File: config.mk
export PLATFORM = sky130hd
export DESIGN_NAME = morse_keyer
export DESIGN_NICKNAME = d
export VERILOG_FILES = /design/src/rtl/morse_pkg.sv /design/src/rtl/morse_unit_tick.sv /design/src/rtl/morse_keyer.sv
export SDC_FILE = /design/constraint.sdc
export NUM_CORES = 1
export LEC_CHECK = 0
export ABC_AREA = 1
export ABC_CLOCK_PERIOD_IN_PS = 1900
export CAP_MARGIN = 20
export CORE_ASPECT_RATIO = 1.4
export CORE_UTILIZATION = 40
export CTS_BUF_LIST = sky130_fd_sc_hd__clkbuf_4
export DETAILED_ROUTE_END_ITERATION = 12
export SKIP_LAST_GASP = 1
export SYNTH_ARGS = -nofsm -noshare
export SYNTH_HDL_FRONTEND = slang
export SYNTH_SLANG_ARGS = --single-unit
File: constraint.sdc
create_clock -name Clock -period 1.9 [get_ports Clock]
set_input_delay 0.19 -clock Clock [delete_from_list [all_inputs] [get_ports Clock]]
set_output_delay 0.19 -clock Clock [all_outputs]
set_load 0.05 [all_outputs]
File: src/rtl/morse_pkg.sv
// Shared Morse definitions: symbol codes used by the encoder, keyer state
// encodings and element lengths expressed in Morse time units.
// Pure definitions; no logic, no timing, no flow control.
package morse_pkg;

    // Symbol codes driven by the letter encoder (code 3 is illegal).
    localparam logic [1:0] MORSE_LGAP = 2'd0;
    localparam logic [1:0] MORSE_DOT  = 2'd1;
    localparam logic [1:0] MORSE_DASH = 2'd2;

    typedef enum logic [1:0] {
        KS_IDLE  = 2'd0,
        KS_LOAD  = 2'd1,
        KS_MARK  = 2'd2,
        KS_SPACE = 2'd3
    } key_state_t;

    // Element lengths in units. LGap only adds the extra two units; the
    // preceding element's own one-unit gap completes the three-unit letter gap.
    localparam logic [1:0] DOT_UNITS        = 2'd1;
    localparam logic [1:0] DASH_UNITS       = 2'd3;
    localparam logic [1:0] ELEM_GAP_UNITS   = 2'd1;
    localparam logic [1:0] LGAP_EXTRA_UNITS = 2'd2;

    function automatic logic [1:0] mark_units(input logic [1:0] sym);
        return (sym == MORSE_DASH) ? DASH_UNITS : DOT_UNITS;
    endfunction

endpackage

File: src/rtl/morse_unit_tick.sv
// Unit prescaler: counts 0..UNIT_CYCLES-1 and flags the last cycle of each unit.
// Latency: UnitTick is decoded from the counter register (high on the last cycle of a unit).
// No backpressure; Restart forces the counter to 0 on the next edge.
// Ports: Clock, Reset_n (async, active-low), Restart (realign to unit start),
//        UnitTick (high for one cycle per UNIT_CYCLES cycles).
module morse_unit_tick #(
    parameter int UNIT_CYCLES = 25_000_000
) (
    input  logic Clock,
    input  logic Reset_n,
    input  logic Restart,
    output logic UnitTick
);

    localparam int              CW   = (UNIT_CYCLES > 1) ? $clog2(UNIT_CYCLES) : 1;
    localparam logic [CW-1:0]   LAST = CW'(UNIT_CYCLES - 1);

    logic [CW-1:0] cnt_q, cnt_d;

    // With UNIT_CYCLES=1 LAST is 0, so every cycle is a tick.
    assign UnitTick = (cnt_q == LAST);

    always_comb begin
        cnt_d = cnt_q + 1'b1;
        if (Restart || UnitTick) begin
            cnt_d = '0;
        end
    end

    always_ff @(posedge Clock or negedge Reset_n) begin
        if (!Reset_n) begin
            cnt_q <= '0;
        end else begin
            cnt_q <= cnt_d;
        end
    end

endmodule

File: src/rtl/morse_keyer.sv
// Morse keyer: plays one encoder symbol at a time as a timed key mark/space.
// Latency: Key rises on the edge after the LOAD cycle; Advance is high during LOAD.
// Backpressure: the encoder steps only on Advance; Enable low idles after the current element.
// Ports: Clock, Reset_n (async, active-low), Enable, Morse[1:0] in;
//        Key, Advance, Symbol[1:0] (latched symbol), KeyState[1:0] (FSM state) out.
module morse_keyer
    import morse_pkg::*;
#(
    parameter int UNIT_CYCLES = 25_000_000
) (
    input  logic       Clock,
    input  logic       Reset_n,
    input  logic       Enable,
    input  logic [1:0] Morse,
    output logic       Key,
    output logic       Advance,
    output logic [1:0] Symbol,
    output logic [1:0] KeyState
);

    key_state_t state_q, state_d;
    logic [1:0] unit_q, unit_d;
    logic [1:0] symbol_q, symbol_d;
    logic       key_q, key_d;
    logic       unit_tick;
    logic       restart;
    logic       elem_done;
    logic [1:0] elem_units;

    morse_unit_tick #(
        .UNIT_CYCLES (UNIT_CYCLES)
    ) u_unit_tick (
        .Clock    (Clock),
        .Reset_n  (Reset_n),
        .Restart  (restart),
        .UnitTick (unit_tick)
    );

    // Length of the element currently playing; only meaningful in MARK/SPACE.
    always_comb begin
        elem_units = ELEM_GAP_UNITS;
        if (state_q == KS_MARK) begin
            elem_units = mark_units(symbol_q);
        end else if (symbol_q == MORSE_LGAP) begin
            elem_units = LGAP_EXTRA_UNITS;
        end
    end

    assign elem_done = unit_tick && (unit_q == elem_units - 2'd1);

    always_comb begin
        state_d  = state_q;
        symbol_d = symbol_q;
        case (state_q)
            KS_IDLE: begin
                if (Enable) begin
                    state_d = KS_LOAD;
                end
            end
            KS_LOAD: begin
                if (Morse == MORSE_DOT || Morse == MORSE_DASH) begin
                    symbol_d = Morse;
                    state_d  = KS_MARK;
                end else begin
                    // Illegal code 3 is played as a letter gap.
                    symbol_d = MORSE_LGAP;
                    state_d  = KS_SPACE;
                end
            end
            KS_MARK: begin
                if (elem_done) begin
                    state_d = KS_SPACE;
                end
            end
            KS_SPACE: begin
                if (elem_done) begin
                    state_d = Enable ? KS_LOAD : KS_IDLE;
                end
            end
            default: begin
                state_d = KS_IDLE;
            end
        endcase
    end

    // Every state change realigns the prescaler and clears the unit count,
    // so each element starts exactly at a unit boundary.
    assign restart = (state_d != state_q);

    always_comb begin
        unit_d = unit_q;
        if (restart || state_q == KS_IDLE || state_q == KS_LOAD) begin
            unit_d = '0;
        end else if (unit_tick) begin
            unit_d = unit_q + 2'd1;
        end
    end

    assign key_d = (state_d == KS_MARK);

    always_ff @(posedge Clock or negedge Reset_n) begin
        if (!Reset_n) begin
            state_q  <= KS_IDLE;
            unit_q   <= '0;
            symbol_q <= MORSE_LGAP;
            key_q    <= 1'b0;
        end else begin
            state_q  <= state_d;
            unit_q   <= unit_d;
            symbol_q <= symbol_d;
            key_q    <= key_d;
        end
    end

    assign Key      = key_q;
    assign Advance  = (state_q == KS_LOAD);
    assign Symbol   = symbol_q;
    assign KeyState = state_q;

endmodule
==> impl_metrics.tcl, run 1 <==
set metrics [dict create \
    timing.final.crit_share_pct 99.8 \
    die_h_um 86.0 \
    numPortBuffers 10 \
    layout.nets 276 \
    grt_pass1_vias 1471 \
    hold_violations 0 \
    synth_nets 237 \
    switching_share_pct 47.6 \
    powerDensity_mw_per_mm2 1220 \
    cts_buffer_depth 2 \
    ir_drop_v 0.00133 \
    initial_core_util_pct 41.6 \
    crit_slowest_cell "clkdlybuf4s50_1" \
    clock_skew_ns 0.0117 \
    p_sw_mw 1.49 \
    max_cap_viol_count 0 \
    worst_ep_required_time_ns 1.71 \
    rsz0062_at_grt "true" \
    finalCriticalPeriod_ns 1.90 \
    die_w_um 62.0 \
    grt_pass1_wl_mm 6.51 \
    grt_max_degree 33 \
    wl_per_cell_um 12.0 \
    finalPower_mw 3.13 \
    gp_congestion 0.768 \
    syn-cell-area_mm2 0.00201 \
    core_area_mm2 0.00484 \
    yosysWarnings 0 \
    maxSlewViolCount 0 \
    min_path_type "in2async" \
    leakagePower_nw 1.02 \
    dp_hpwl_mm 2.75 \
    cts_root_buf "clkbuf_4" \
    synth.avg_cell_area_um2 8.80 \
    cp-end-kind "primary output" \
    cts_tree "done" \
    cp-start-kind "register" \
    die_area_mm2 0.00533 \
    rows 30 \
    numClockSinks 32 \
    synth_cell_types 25 \
    cts_max_level 2 \
    vias_per_cell 4.57 \
    synth.top_cell.area_share_pct 39.8 \
    synth.area.top_cells "dfrtp_1 40%, nor2_4 12%, xor2_1 9.6%" \
    clock.fmax_mhz 528 \
    antenna_found_initial 0 \
    wirelength_mm 3.99 \
    numCtsBuffers 5 \
    insertion_delay_ns 0.35 \
    crit_fanout 5 \
    holdBufCountCts 0 \
    worst_slew_pin_slew_ns 0.493 \
    critPathKind "reg2out" \
    drive_above_1_share_pct 34.6 \
    first_pass_iters 4 \
    holdWs_ns 0.228 \
    path_cells "buf_4 > clkdlybuf4s50_1" \
    seqPwrFrac_pct 27.2 \
    seq_area_frac_synth_pct 39.8 \
    ioPinCount 11 \
    overflow 0 \
    dr_total_vias 1523 \
    comb_power_share_pct 59.3 \
    finalSetupViolCount 0 \
    drt_iter0_markers 12 \
    relSlewSlack_pct 67.0 \
    pwr-share-clk_pct 13.5 \
    status "finished, final reports clean" \
    slowest_delay_ns 0.79 \
    synth_top_area_cell "dfrtp_1" \
    grt_use_total_pct 16.4 \
    area_growth_pct 26.8 \
    clk_pin_slew_worst_paths_ns 0.12 \
    cp.arrival_ns 1.71 \
    netlist_instances 229 \
    synth-seq-cells 32 \
    n_antenna_cell 0 \
    internal-power_mw 1.64 \
    drtAntennaViolNets 0 \
    drc 0 \
]
[layout by cell type (no fill, tap or decap), types with 3 or more instances in the layout]
cell type / instances
nand2_1: 43
dfrtp_1: 29
nor2_4: 29
inv_1: 21
xor2_1: 21
buf_4: 21
nor2_1: 18
nand3_1: 13
inv_2: 11
clkdlybuf4s50_1: 9
nor3_1: 6
clkbuf_4: 5
nand3_2: 4
dfrtp_2: 3
nand3_4: 3
nand2_2: 3
nor4_1: 3
nand4_1: 3
[through the flow]
step	std cells	instance area, um^2	util, %	TNS, ns	setup WS [ns]
6_report	333	2550	52.8	0	0.00452
5_1_grt	333	2550	52.8	-1.94	-0.103
4_1_cts	327	2380	49.1	-0.0556	-0.0183
3_5_place_dp	319	2320	47.8	-0.247	-0.0384
3_3_place_gp	319	2320	47.8	-0.0272	-0.00749
2_1_floorplan	229	2020	-	0	0.0528
[routing by layer]
layer,vias up,track usage [%],routed length [um]
met5,-,0,0
met4,0,8.28,106
met3,8,3.32,91
met2,20,25.3,2030
met1,701,21.1,1760
li1,794,-,-
[Yosys cell counts]
cell      count
nor3_2        1
inv_2        11
buf_12        2
nand4_1       3
o21ai_0       2
a21boi_0      1
a31oi_1       1
nor2_2        4
nand3_4       2
xnor2_1       2
nand3_2       3
o41ai_1       1
inv_1        21
nor3_1        7
nand3_1      15
nor4_1        3
xor2_1       22
nor2_4       22
nand2_1      43
dfrtp_1      32
nand2_2       3
clkinv_1      1
nor2_1       23
nand3b_1      1
ha_1          3
[final cells by class]
class / instances / area (um^2)
Fill cell: 459 / 2290
Multi-Input combinational cell: 162 / 1150
Sequential cell: 32 / 805
Timing Repair Buffer: 34 / 338
Inverter: 33 / 124
Tap cell: 64 / 80.1
Clock buffer: 5 / 37.5
Clock inverter: 3 / 23.8
[registers in the layout, summed over array words and instances (netlist names)]
register           flops
Symbol                 2
Key                    1
u_unit_tick.cnt_q     25
unit_q                 2
KeyState               2
[kinds of logic (layout without fill, tap and decap cells)]
| family | after synthesis | in the layout | share of synthesized area, % |
|---|---|---|---|
| compound gates | 5 | 5 | 1.62 |
| flops | 32 | 32 | 39.8 |
| simple gates | 130 | 130 | 38.2 |
| xor+xnor | 24 | 24 | 10.4 |
| fa+ha+maj | 3 | 3 | 1.86 |
| buf+inv | 35 | 75 | 8.14 |
[worst max-delay path: cells and delay by family, from the launching register on]
family	cells	cell delay [ns]
buf+inv	2	0.92
flops	1	0.44
[power by group through the flow]
stage          combinational [mW]  clock [mW]  sequential, mW
2_1_floorplan               0.935           0            1.02
3_3_place_gp                 1.42           0           0.853
3_5_place_dp                 1.42           0           0.854
4_1_cts                      1.43       0.447           0.841
5_1_grt                      1.97       0.463           0.859
6_report                     1.85       0.422           0.849
[final timing paths]
path                       depth (start not counted)  slack, ns               endpoint            startpoint
max                                                2      0.005            KeyState[1]           KeyState[1]
min reg2reg                                        2       0.55              Symbol[0]             Symbol[0]
max in group asynchronous                          2       1.36            KeyState[1]               Reset_n
min in group Clock                                 2       0.55              Symbol[0]             Symbol[0]
min                                                2       0.23  u_unit_tick.cnt_q[11]               Reset_n
max reg2reg                                       13       0.02   u_unit_tick.cnt_q[7]  u_unit_tick.cnt_q[1]
[what timing repair did]
item / 4_1_cts / 5_1_grt
resized for setup: 0 / 20
setup endpoints to repair: 5 / 27
buffers inserted: 0 / 4
cloned: 0 / 2
Note: power is estimated with default switching activity, not from simulation.
==> run 2, diff against run 1 <==
--- a/config.mk
+++ b/config.mk
@@ -12,6 +12,7 @@
 export CORE_UTILIZATION = 40
 export CTS_BUF_LIST = sky130_fd_sc_hd__clkbuf_4
 export DETAILED_ROUTE_END_ITERATION = 12
+export SETUP_SLACK_MARGIN = 0.2
 export SKIP_LAST_GASP = 1
 export SYNTH_ARGS = -nofsm -noshare
 export SYNTH_HDL_FRONTEND = slang
==> impl_metrics.tcl, run 2 (synthesis results as in run 1) <==
set metrics [dict create \
    cts_buffer_depth 2 \
    insertion_delay_ns 0.35 \
    cts_tree "done" \
    critPathKind "reg2reg" \
    grt_max_degree 33 \
    comb_power_share_pct 59.7 \
    dp_hpwl_mm 2.88 \
    cp.arrival_ns 2.12 \
    grt_use_total_pct 18.1 \
    rsz0062_at_grt "true" \
    rows 30 \
    place_area_mm2 0.00231 \
    fin_cells 338 \
    internal-power_mw 1.67 \
    first_pass_iters 4 \
    cp-end-kind "register" \
    die_area_mm2 0.00533 \
    holdWs_ns 0.236 \
    finalCriticalPeriod_ns 1.88 \
    switching_share_pct 46.3 \
    status "finished, final reports clean" \
    n_antenna_cell 0 \
    clock_skew_ns 0.0173 \
    layout_commonest_cell "nand2_1" \
    numClockSinks 32 \
    cts_root_buf "clkbuf_4" \
    relSlewSlack_pct 66.4 \
    die_w_um 62.0 \
    regMostFlops "u_unit_tick.cnt_q" \
    maxSlewViolCount 0 \
    die_h_um 86.0 \
    tns_ns 0 \
    grt_pass1_wl_mm 7.03 \
    worst_slack_ns 0.0234 \
    grt_pass1_vias 1543 \
    drtAntennaViolNets 0 \
    mostFrequentLayoutCells "39 x nand2_1, 28 x dfrtp_1, 25 x nor2_4, 25 x buf_4, 21 x xor2_1" \
    leakagePower_nw 1.06 \
    numPortBuffers 10 \
    vias_per_cell 4.57 \
    gp_congestion 0.826 \
    drive_above_1_share_pct 38.0 \
    powerDensity_mw_per_mm2 1190 \
    largest_reg_flops 25 \
    dr_total_vias 1543 \
    holdBufCountCts 0 \
    pwr-share-clk_pct 13.3 \
    wl_per_cell_um 12.2 \
    core_area_mm2 0.00484 \
    layout.nets 281 \
    clk_pin_slew_worst_paths_ns 0.12 \
    worst_slew_pin_slew_ns 0.505 \
    final_area_mm2 0.00261 \
    fin_util_pct 53.9 \
    cp-start-kind "register" \
    seqPwrFrac_pct 27.0 \
    hold_violations 0 \
    finalSetupViolCount 0 \
    drt_iter0_markers 37 \
    initial_core_util_pct 41.6 \
    area_growth_pct 29.4 \
    worst_ep_required_time_ns 2.14 \
    overflow 0 \
    timing.final.crit_share_pct 98.8 \
    finalPower_mw 3.11 \
    clock.fmax_mhz 533 \
    ioPinCount 11 \
    wirelength_mm 4.14 \
    reg2reg_depth 13 \
    p_sw_mw 1.44 \
    ir_drop_v 0.000847 \
    max_cap_viol_count 0 \
    place_ws_ns -0.0213 \
    cts_max_level 2 \
    min_path_type "in2async" \
    antenna_found_initial 0 \
    place_inst 316 \
    numCtsBuffers 5 \
    drc 0 \
    crit_fanout 6 \
]
run 2: cell types whose count changed in the layout (fill, tap and decap cells not counted), sizes merged:
| cell | before | now |
|---|---|---|
| buf | 23 | 29 |
| dlygate4sd2 | 0 | 4 |
| clkdlybuf4s50 | 9 | 4 |
| clkbuf | 7 | 6 |
| dlymetal6s2s | 0 | 1 |
run 2: what timing repair did:
action                     CTS  global route
setup buffers                6             6
cloned                       1             1
setup endpoints to repair   32            29
resized for setup           14            13
pin swaps                    3             9
run 2: path summary, 6_finish.rpt:
path	start	slack (ns)	end
hold / removal	Reset_n	0.24	u_unit_tick.cnt_q[11]
hold reg to reg	Symbol[0]	0.53	Symbol[0]
setup / recovery	KeyState[0]	0.02	u_unit_tick.cnt_q[20]
setup reg to reg	KeyState[0]	0.02	u_unit_tick.cnt_q[20]
min in group Clock	Symbol[0]	0.53	Symbol[0]
max in group asynchronous	Reset_n	1.35	Symbol[1]
run 2: layer usage:
layer | part of all wire [%] | global-route usage (%) | wire length [um]
met5 | 0 | 0 | 0
met4 | 2.9 | 6.87 | 119
met3 | 2.4 | 4.83 | 100
met2 | 52 | 29.6 | 2140
met1 | 43 | 22.1 | 1770
run 2: power groups by stage:
stage | clock [mW] | combinational [mW] | sequential, mW
after floorplan | 0 | 0.943 | 1.03
after global placement | 0 | 1.43 | 0.857
after detailed placement | 0 | 1.44 | 0.857
after CTS | 0.435 | 1.63 | 0.846
after global routing | 0.464 | 1.97 | 0.850
final | 0.414 | 1.85 | 0.839
run 2: area by class of cell:
type / count / area [um^2]
fill: 445 / 2230
multi-input combinational: 162 / 1160
sequential: 32 / 806
timing repair buffer: 39 / 379
inverter: 33 / 124
tap: 64 / 80.1
clock buffer: 5 / 37.5
clock inverter: 3 / 23.8
run 2: worst max-delay path, stage by stage, from the launching register on:
cell and delay [ns]:
dfrtp_2 0.45, inv_2 0.11, nand2_2 0.10, nand3_1 0.08
nand2_1 0.11, nor2_4 0.15, nand3_2 0.09, nand2_2 0.07
inv_2 0.04, nand2_2 0.06, nand3_2 0.08, nand3_4 0.18
clkbuf_16 0.21, nor2_4 0.03
